File: src/rtl/rlgl_pkg.sv
// Shared state encodings and constants for the red-light/green-light phase controller.
package rlgl_pkg;

  typedef logic [2:0] state_t;

  localparam state_t ST_IDLE  = 3'd0;
  localparam state_t ST_GREEN = 3'd1;
  localparam state_t ST_RED   = 3'd2;
  localparam state_t ST_OVER  = 3'd3;
  localparam state_t ST_WIN   = 3'd4;

  localparam logic [15:0] LFSR_SEED = 16'hACE1;
  localparam int          PHASE_W   = 8;

  // Fibonacci form of x^16+x^14+x^13+x^11+1, shifting toward bit 0.
  function automatic logic [15:0] lfsrStep(input logic [15:0] s);
    return {s[0] ^ s[2] ^ s[3] ^ s[5], s[15:1]};
  endfunction

endpackage

File: src/rtl/light_phase_ctrl_tick_gen.sv
// Tick divider: one-cycle strobe every DIV clocks, restarted by clr.
module tick_gen #(
  parameter int DIV = 12500000
) (
  input  logic clk,
  input  logic reset,
  input  logic clr,
  output logic tick
);

  localparam int            W    = (DIV > 1) ? $clog2(DIV) : 1;
  localparam logic [W-1:0]  LAST = W'(DIV - 1);

  logic [W-1:0] cnt_q, cnt_d;

  assign tick = (cnt_q == LAST);

  always_comb begin
    cnt_d = cnt_q + 1'b1;
    if (clr || tick) cnt_d = '0;
  end

  always_ff @(posedge clk or negedge reset) begin
    if (!reset) cnt_q <= '0;
    else        cnt_q <= cnt_d;
  end

endmodule

File: src/rtl/light_phase_ctrl.sv
// Red-light/green-light game FSM: alternating phases, strike detection, lives and win/over.
// Define RAND_PHASE_EN to stretch each red phase by 0..3 ticks drawn from an LFSR.
module light_phase_ctrl
  import rlgl_pkg::*;
#(
  parameter int TICK_DIV    = 12500000,
  parameter int GREEN_TICKS = 8,
  parameter int RED_TICKS   = 6,
  parameter int GRACE_TICKS = 1,
  parameter int LIVES       = 3
) (
  input  logic       clk,
  input  logic       reset,
  input  logic       start,
  input  logic       move,
  input  logic       finish,
  output logic       green,
  output logic       red,
  output logic [1:0] lives,
  output logic       hit,
  output logic       game_over,
  output logic       win,
  output logic [2:0] state
);

  localparam logic [PHASE_W-1:0] GREEN_LAST = PHASE_W'(GREEN_TICKS - 1);
  localparam logic [PHASE_W-1:0] GRACE      = PHASE_W'(GRACE_TICKS);
  localparam logic [1:0]         LIVES_INIT = 2'(LIVES);

  state_t             state_q, state_d;
  logic [1:0]         lives_q, lives_d;
  logic               hit_q, hit_d;
  logic               struck_q, struck_d;
  logic [PHASE_W-1:0] phase_q;
  logic [PHASE_W-1:0] red_last;
  logic               tick;
  logic               phase_entry;
  logic               red_end;

  // Any state change starts a fresh phase, so the divider realigns to it.
  assign phase_entry = (state_d != state_q);

  tick_gen #(.DIV(TICK_DIV)) u_tick (
    .clk   (clk),
    .reset (reset),
    .clr   (phase_entry),
    .tick  (tick)
  );

`ifdef RAND_PHASE_EN
  logic [15:0]        lfsr_q;
  logic [PHASE_W-1:0] red_last_q;

  always_ff @(posedge clk or negedge reset) begin
    if (!reset) begin
      lfsr_q     <= LFSR_SEED;
      red_last_q <= PHASE_W'(RED_TICKS - 1);
    end else begin
      lfsr_q <= lfsrStep(lfsr_q);
      if (state_d == ST_RED && state_q != ST_RED)
        red_last_q <= PHASE_W'(RED_TICKS - 1) + PHASE_W'(lfsr_q[1:0]);
    end
  end

  assign red_last = red_last_q;
`else
  assign red_last = PHASE_W'(RED_TICKS - 1);
`endif

  assign red_end = tick && (phase_q == red_last);

  // A strike always beats finish; finish only wins once this phase's strike is spent.
  always_comb begin
    state_d  = state_q;
    lives_d  = lives_q;
    hit_d    = 1'b0;
    struck_d = struck_q;
    case (state_q)
      ST_GREEN: begin
        struck_d = 1'b0;
        if (finish)                              state_d = ST_WIN;
        else if (tick && phase_q == GREEN_LAST)  state_d = ST_RED;
      end
      ST_RED: begin
        if (phase_q < GRACE) begin
          if (finish)       state_d = ST_WIN;
          else if (red_end) state_d = ST_GREEN;
        end else if ((move || finish) && !struck_q) begin
          hit_d    = 1'b1;
          struck_d = 1'b1;
          if (lives_q <= 2'd1) begin
            lives_d = 2'd0;
            state_d = ST_OVER;
          end else begin
            lives_d = lives_q - 2'd1;
            if (red_end) state_d = ST_GREEN;
          end
        end else if (finish) begin
          state_d = ST_WIN;
        end else if (red_end) begin
          state_d = ST_GREEN;
        end
      end
      default: begin
        if (start) begin
          state_d = ST_GREEN;
          lives_d = LIVES_INIT;
        end
      end
    endcase
  end

  always_ff @(posedge clk or negedge reset) begin
    if (!reset) begin
      state_q  <= ST_IDLE;
      lives_q  <= LIVES_INIT;
      hit_q    <= 1'b0;
      struck_q <= 1'b0;
      phase_q  <= '0;
    end else begin
      state_q  <= state_d;
      lives_q  <= lives_d;
      hit_q    <= hit_d;
      struck_q <= struck_d;
      if (phase_entry)
        phase_q <= '0;
      else if (tick && (state_q == ST_GREEN || state_q == ST_RED))
        phase_q <= phase_q + 1'b1;
    end
  end

  assign state     = state_q;
  assign lives     = lives_q;
  assign hit       = hit_q;
  assign green     = (state_q == ST_GREEN) || (state_q == ST_WIN);
  assign red       = (state_q == ST_RED);
  assign game_over = (state_q == ST_OVER);
  assign win       = (state_q == ST_WIN);

endmodule

File: config.mk
export PLATFORM = sky130hd
export DESIGN_NAME = light_phase_ctrl
export DESIGN_NICKNAME = d
export VERILOG_FILES = /design/src/rtl/rlgl_pkg.sv /design/src/rtl/light_phase_ctrl_tick_gen.sv /design/src/rtl/light_phase_ctrl.sv
export SDC_FILE = /design/constraint.sdc
export NUM_CORES = 1
export LEC_CHECK = 0
export ABC_AREA = 1
export CELL_PAD_IN_SITES_DETAIL_PLACEMENT = 2
export CELL_PAD_IN_SITES_GLOBAL_PLACEMENT = 2
export CORE_MARGIN = 2
export CORE_UTILIZATION = 37
export DETAILED_ROUTE_END_ITERATION = 8
export PLACE_DENSITY = 0.85
export SLEW_MARGIN = 30
export SYNTH_ARGS = -nofsm -noshare
export SYNTH_HDL_FRONTEND = slang
export SYNTH_HIERARCHICAL = 1
export SYNTH_SLANG_ARGS = --single-unit
File: constraint.sdc
create_clock -name clk -period 3.5 [get_ports clk]
set_input_delay 0.35 -clock clk [delete_from_list [all_inputs] [get_ports clk]]
set_output_delay 0.35 -clock clk [all_outputs]
set_load 0.02 [all_outputs]
==> results summary <==
The run finished with clean final reports. In the post-route analysis, the smallest setup slack over all paths is 0.7974 ns. The max-cap check violation count came out at 0.

Once the clock tree was built, the setup fixing pass inserted 0 buffers. Dividing the detail-routed via count by the number of cells gives 5.075. The standard cell core area is 6681 um2. The pin count of the biggest net entering global routing is 40. The number of gates resized after CTS was 0. The via count of the first global-routing pass is 2533. The path depth of the worst reg2reg path came out at 17.

The routability congestion estimate is 0.7824. The XOR/XNOR share of the synthesized area is 0.05216. Counting every instance in the synthesized netlist gives 340. The number of clock buffers inserted by TritonCTS came out at 5. The number of antenna repair diodes came out at 0. The area growth from synthesis to final layout came out at 12.22%.

Counting flops and latches in the post-synthesis netlist gives 39. CTS built an H-tree with a depth of 2. The required arrival time at the worst endpoint is 3.73 ns. The number of standard cells in the layout, taps in and fillers out is 440. The worst setup path is of the reg -> reg kind. The multiplexer share of the synthesized area came out at 0. The initialized floorplan defines 30 standard-cell rows. The portion of total power attributed to the clock network came out at 0.247. The period utilization came out at 0.7722.

The worst slew margin relative to its limit came out at 0.6449. Of all nets on the critical path, the largest fanout is 24. The total overflow reported by the global router came out at 0. The source-to-sink clock delay at the later pin of the worst-skew pair came out at 0.30 ns.

Internal power comes to 0.7909 mW. The setup clock skew after layout is 0.003524 ns. The effective utilization at floorplan came out at 0.3770. The die covers 7483 um2. The clock-pin slew on the worst setup and hold paths came out at 0.09 ns. The detailed-route via count came out at 2233. The path class of the tightest hold or removal check is in -> async. The utilization after layout came out at 0.4230.

The register-to-register setup slack came out at 0.80 ns. The minimum clock period came out at 2.703 ns. The net switching share of the total power is 0.4027. The clock passes through at most 2 buffers. The data arrival time of the critical path came out at 2.93 ns. The number of DRC violations after detailed routing is 0. The detailed-placement wirelength estimate came out at 5327 um. Traced cell by cell, the critical path runs through ha_1, nand3_2, inv_2, nand2_2, nor2_2, nand3_2, inv_1, nand2_1, inv_1, nand3_1, a21oi_1, nand2_1, nand3_1, nand3_4, inv_1, nand2_4, nor2_1. Static timing analysis puts the maximum clock frequency at 0.3700 GHz. Buffers placed on the I/O ports in this run total 14. The post-synthesis share of cell area spent on full adders, half adders and majority gates is 0.01987. From left edge to right edge, the die measures 86.51 um. The top-level port count is 15. The number of cells in the design after placement is 432. The violation count after the first detailed-route iteration is 51. The wire length of the first global-routing pass came out at 12270 um. Dividing the synthesized area by the synthesized cell count gives 7.408 um2.

The main combinational cell family by area after synthesis is simple AND/OR/NAND/NOR gates. The count of flip-flops with a built-in enable after synthesis came out at 0. The sort of element at the start of the critical path is a register.

The total global-route track usage came out at 0.2106. The sequential share of power is 0.409. The number of warnings printed during yosys synthesis came out at 6. The transition time at the pin with the least slew margin came out at 0.5327 ns.

The root cell of the clock tree is sky130_fd_sc_hd__clkbuf_8. The die extent in y came out at 86.51 um. The number of search-and-repair iterations in the first detailed-routing pass is 4. STA classifies the critical path endpoint as a register. Of the total synthesized cell area, the portion taken by AND, OR, NAND and NOR gates is 0.4247. The CTS tree is yes. Of the synthesized area, sequential elements account for 0.3885. The share of layout cells above drive strength 1 is 0.1667.

The total setup violations reported at the end of the flow is 0. The number of endpoints with negative hold slack in the final report is 0. The initial antenna violation count was 0. The async set-reset flop share out of synthesis came out at 1.000. Setup repair after global routing left no endpoint under its margin. The areal power density over the cells is 468.4 nW/um2. The unique cell type count in the Yosys netlist came out at 31. The static leakage power is 1.282 nW. The total count of max-transition violations in the final report came to 0. The compound-cell area share of the yosys netlist came to 0.03577. At the placement stage, the worst setup path has a slack of 0.7856 ns. The total net switching power came out at 0.5332 mW. Across the VDD grid, the largest voltage drop is 0.2975 mV. The number of sinks driven by the clock tree came out at 39. Dividing the detail-routed wire length by the instance count gives 16.10 um. The most numerous cell type found on the critical path is sky130_fd_sc_hd__inv_1. The final net count is 368.

For this design, the slowest cell found on the critical path is sky130_fd_sc_hd__dfrtp_1. Of the total power, combinational logic draws 0.344. After synthesis the cells add up to 2519 um2.

The hold-fix buffer count after cts is 0. Wires add up to 7085 um. When the netlist entered floorplanning its net count stood at 349. The remaining antenna violation count came out at 0. The sum of negative setup slack is 0 ns.

In this design, the stage delay of the slowest critical-path cell is 0.40 ns. For this run, the leading register cell type out of synthesis is sky130_fd_sc_hd__dfrtp_1.
[synth_stat cells, types with 3 or more instances]
| library cell | n | area, um2 |
|---|---|---|
| sky130_fd_sc_hd__nor2_1 | 61 | 229.0 |
| sky130_fd_sc_hd__inv_2 | 9 | 33.78 |
| sky130_fd_sc_hd__o21bai_1 | 3 | 22.52 |
| sky130_fd_sc_hd__nand3_2 | 7 | 70.07 |
| sky130_fd_sc_hd__xor2_1 | 12 | 105.1 |
| sky130_fd_sc_hd__nor3_1 | 3 | 15.01 |
| sky130_fd_sc_hd__dfrtp_1 | 37 | 925.9 |
| sky130_fd_sc_hd__nor2_2 | 18 | 112.6 |
| sky130_fd_sc_hd__nand3_1 | 17 | 85.08 |
| sky130_fd_sc_hd__inv_1 | 38 | 142.6 |
| sky130_fd_sc_hd__ha_1 | 4 | 50.05 |
| sky130_fd_sc_hd__xnor2_1 | 3 | 26.28 |
| sky130_fd_sc_hd__nand2_2 | 5 | 31.28 |
| sky130_fd_sc_hd__nor2_4 | 3 | 33.78 |
| sky130_fd_sc_hd__nand4_1 | 5 | 31.28 |
| sky130_fd_sc_hd__nand2_1 | 90 | 337.8 |
| sky130_fd_sc_hd__o21ai_0 | 5 | 25.02 |
[power by group through the flow]
stage	sequential (mW)	combinational, mW	clock, mW
after floorplan	0.570	0.304	0
after global placement	0.548	0.452	0
after detailed placement	0.552	0.459	0
after CTS	0.543	0.467	0.343
after global routing	0.548	0.504	0.357
final	0.542	0.455	0.328
[state kept, by name, summed over array words and instances, names as in the netlist]
register and count:
hit 1, lives 2, phase_q 8, state 3
struck_q 1, u_tick/cnt_q 24
[worst max-delay path: cells and delay by family, from the launching register on]
kind / cells / cell delay, ns
and+or+nand+nor: 11 / 1.26
DFF: 1 / 0.40
adders and majority gates: 1 / 0.31
buffers and inverters: 4 / 0.45
AOI/OAI and AO/OA: 1 / 0.20
[layer usage]
layer / global-route usage / vias up / routed length (um)
li1: - / 1077 / -
met1: 0.2360 / 1122 / 2919
met2: 0.4000 / 21 / 3929
met3: 0.03143 / 13 / 95
met4: 0.07528 / 0 / 141
met5: 0 / - / 0
[kinds of logic (layout without fill, tap and decap cells)]
logic type,count (synthesis),in the layout
flip-flops,39,39
adder cells (fa/ha/maj),4,4
XOR/XNOR,15,15
AO/OA/AOI/OAI,14,14
buffers and inverters,49,69
AND/OR/NAND/NOR,219,219
[area by class of cell]
type / count / area, um2
clock inverters: 3 / 23.77
multi-input cells: 252 / 1341
clock buffers: 5 / 68.82
well taps: 80 / 100.1
fillers: 795 / 3855
inverters: 47 / 176.4
repair buffers: 14 / 137.6
flip-flops and latches: 39 / 978.4
[worst paths after layout]
path                                            from                         end
hold / removal                                 reset  u_tick/cnt_q[13]$_DFF_PN0_
hold reg to reg                 lives[1]$_DFFE_PN1P_        lives[1]$_DFFE_PN1P_
max in group asynchronous                      reset        lives[0]$_DFFE_PN1P_
setup / recovery           u_tick/cnt_q[0]$_DFF_PN0_  u_tick/cnt_q[18]$_DFF_PN0_
setup reg to reg           u_tick/cnt_q[0]$_DFF_PN0_  u_tick/cnt_q[18]$_DFF_PN0_
min in group clk                lives[1]$_DFFE_PN1P_        lives[1]$_DFFE_PN1P_
[through the flow]
| step | hold WS (ns) | instance area, um2 | power [mW] |
|---|---|---|---|
| after floorplan | 0.05441 | 2519 | 0.8746 |
| after global placement | 0.4689 | 2731 | 0.9996 |
| after detailed placement | 0.4831 | 2731 | 1.012 |
| after CTS | 0.2143 | 2824 | 1.353 |
| after global routing | 0.05042 | 2826 | 1.409 |
| final | 0.02321 | 2826 | 1.324 |
[layout by cell type, fill, tap and decap left out]
cell type and instances:
sky130_fd_sc_hd__nand2_1 90, sky130_fd_sc_hd__nor2_1 61, sky130_fd_sc_hd__inv_1 38, sky130_fd_sc_hd__dfrtp_1 37
sky130_fd_sc_hd__nor2_2 18, sky130_fd_sc_hd__nand3_1 17, sky130_fd_sc_hd__clkdlybuf4s50_1 13, sky130_fd_sc_hd__xor2_1 12
sky130_fd_sc_hd__inv_2 9, sky130_fd_sc_hd__nand3_2 7, sky130_fd_sc_hd__o21ai_0 5, sky130_fd_sc_hd__nand4_1 5
sky130_fd_sc_hd__nand2_2 5, sky130_fd_sc_hd__clkbuf_8 5, sky130_fd_sc_hd__ha_1 4, sky130_fd_sc_hd__nor3_1 3
sky130_fd_sc_hd__nor2_4 3, sky130_fd_sc_hd__xnor2_1 3, sky130_fd_sc_hd__o21bai_1 3, sky130_fd_sc_hd__o211ai_1 2
sky130_fd_sc_hd__nand3_4 2, sky130_fd_sc_hd__nor2_8 2, sky130_fd_sc_hd__clkinvlp_4 2, sky130_fd_sc_hd__dfstp_2 2
sky130_fd_sc_hd__nand2_4 2, sky130_fd_sc_hd__or2_0 1, sky130_fd_sc_hd__a21oi_1 1, sky130_fd_sc_hd__a22oi_1 1
sky130_fd_sc_hd__or2_2 1, sky130_fd_sc_hd__a21boi_0 1, sky130_fd_sc_hd__o31ai_1 1, sky130_fd_sc_hd__inv_6 1
sky130_fd_sc_hd__buf_4 1, sky130_fd_sc_hd__nand3b_1 1, sky130_fd_sc_hd__and2_1 1
Power figures use the tool's default switching activity.
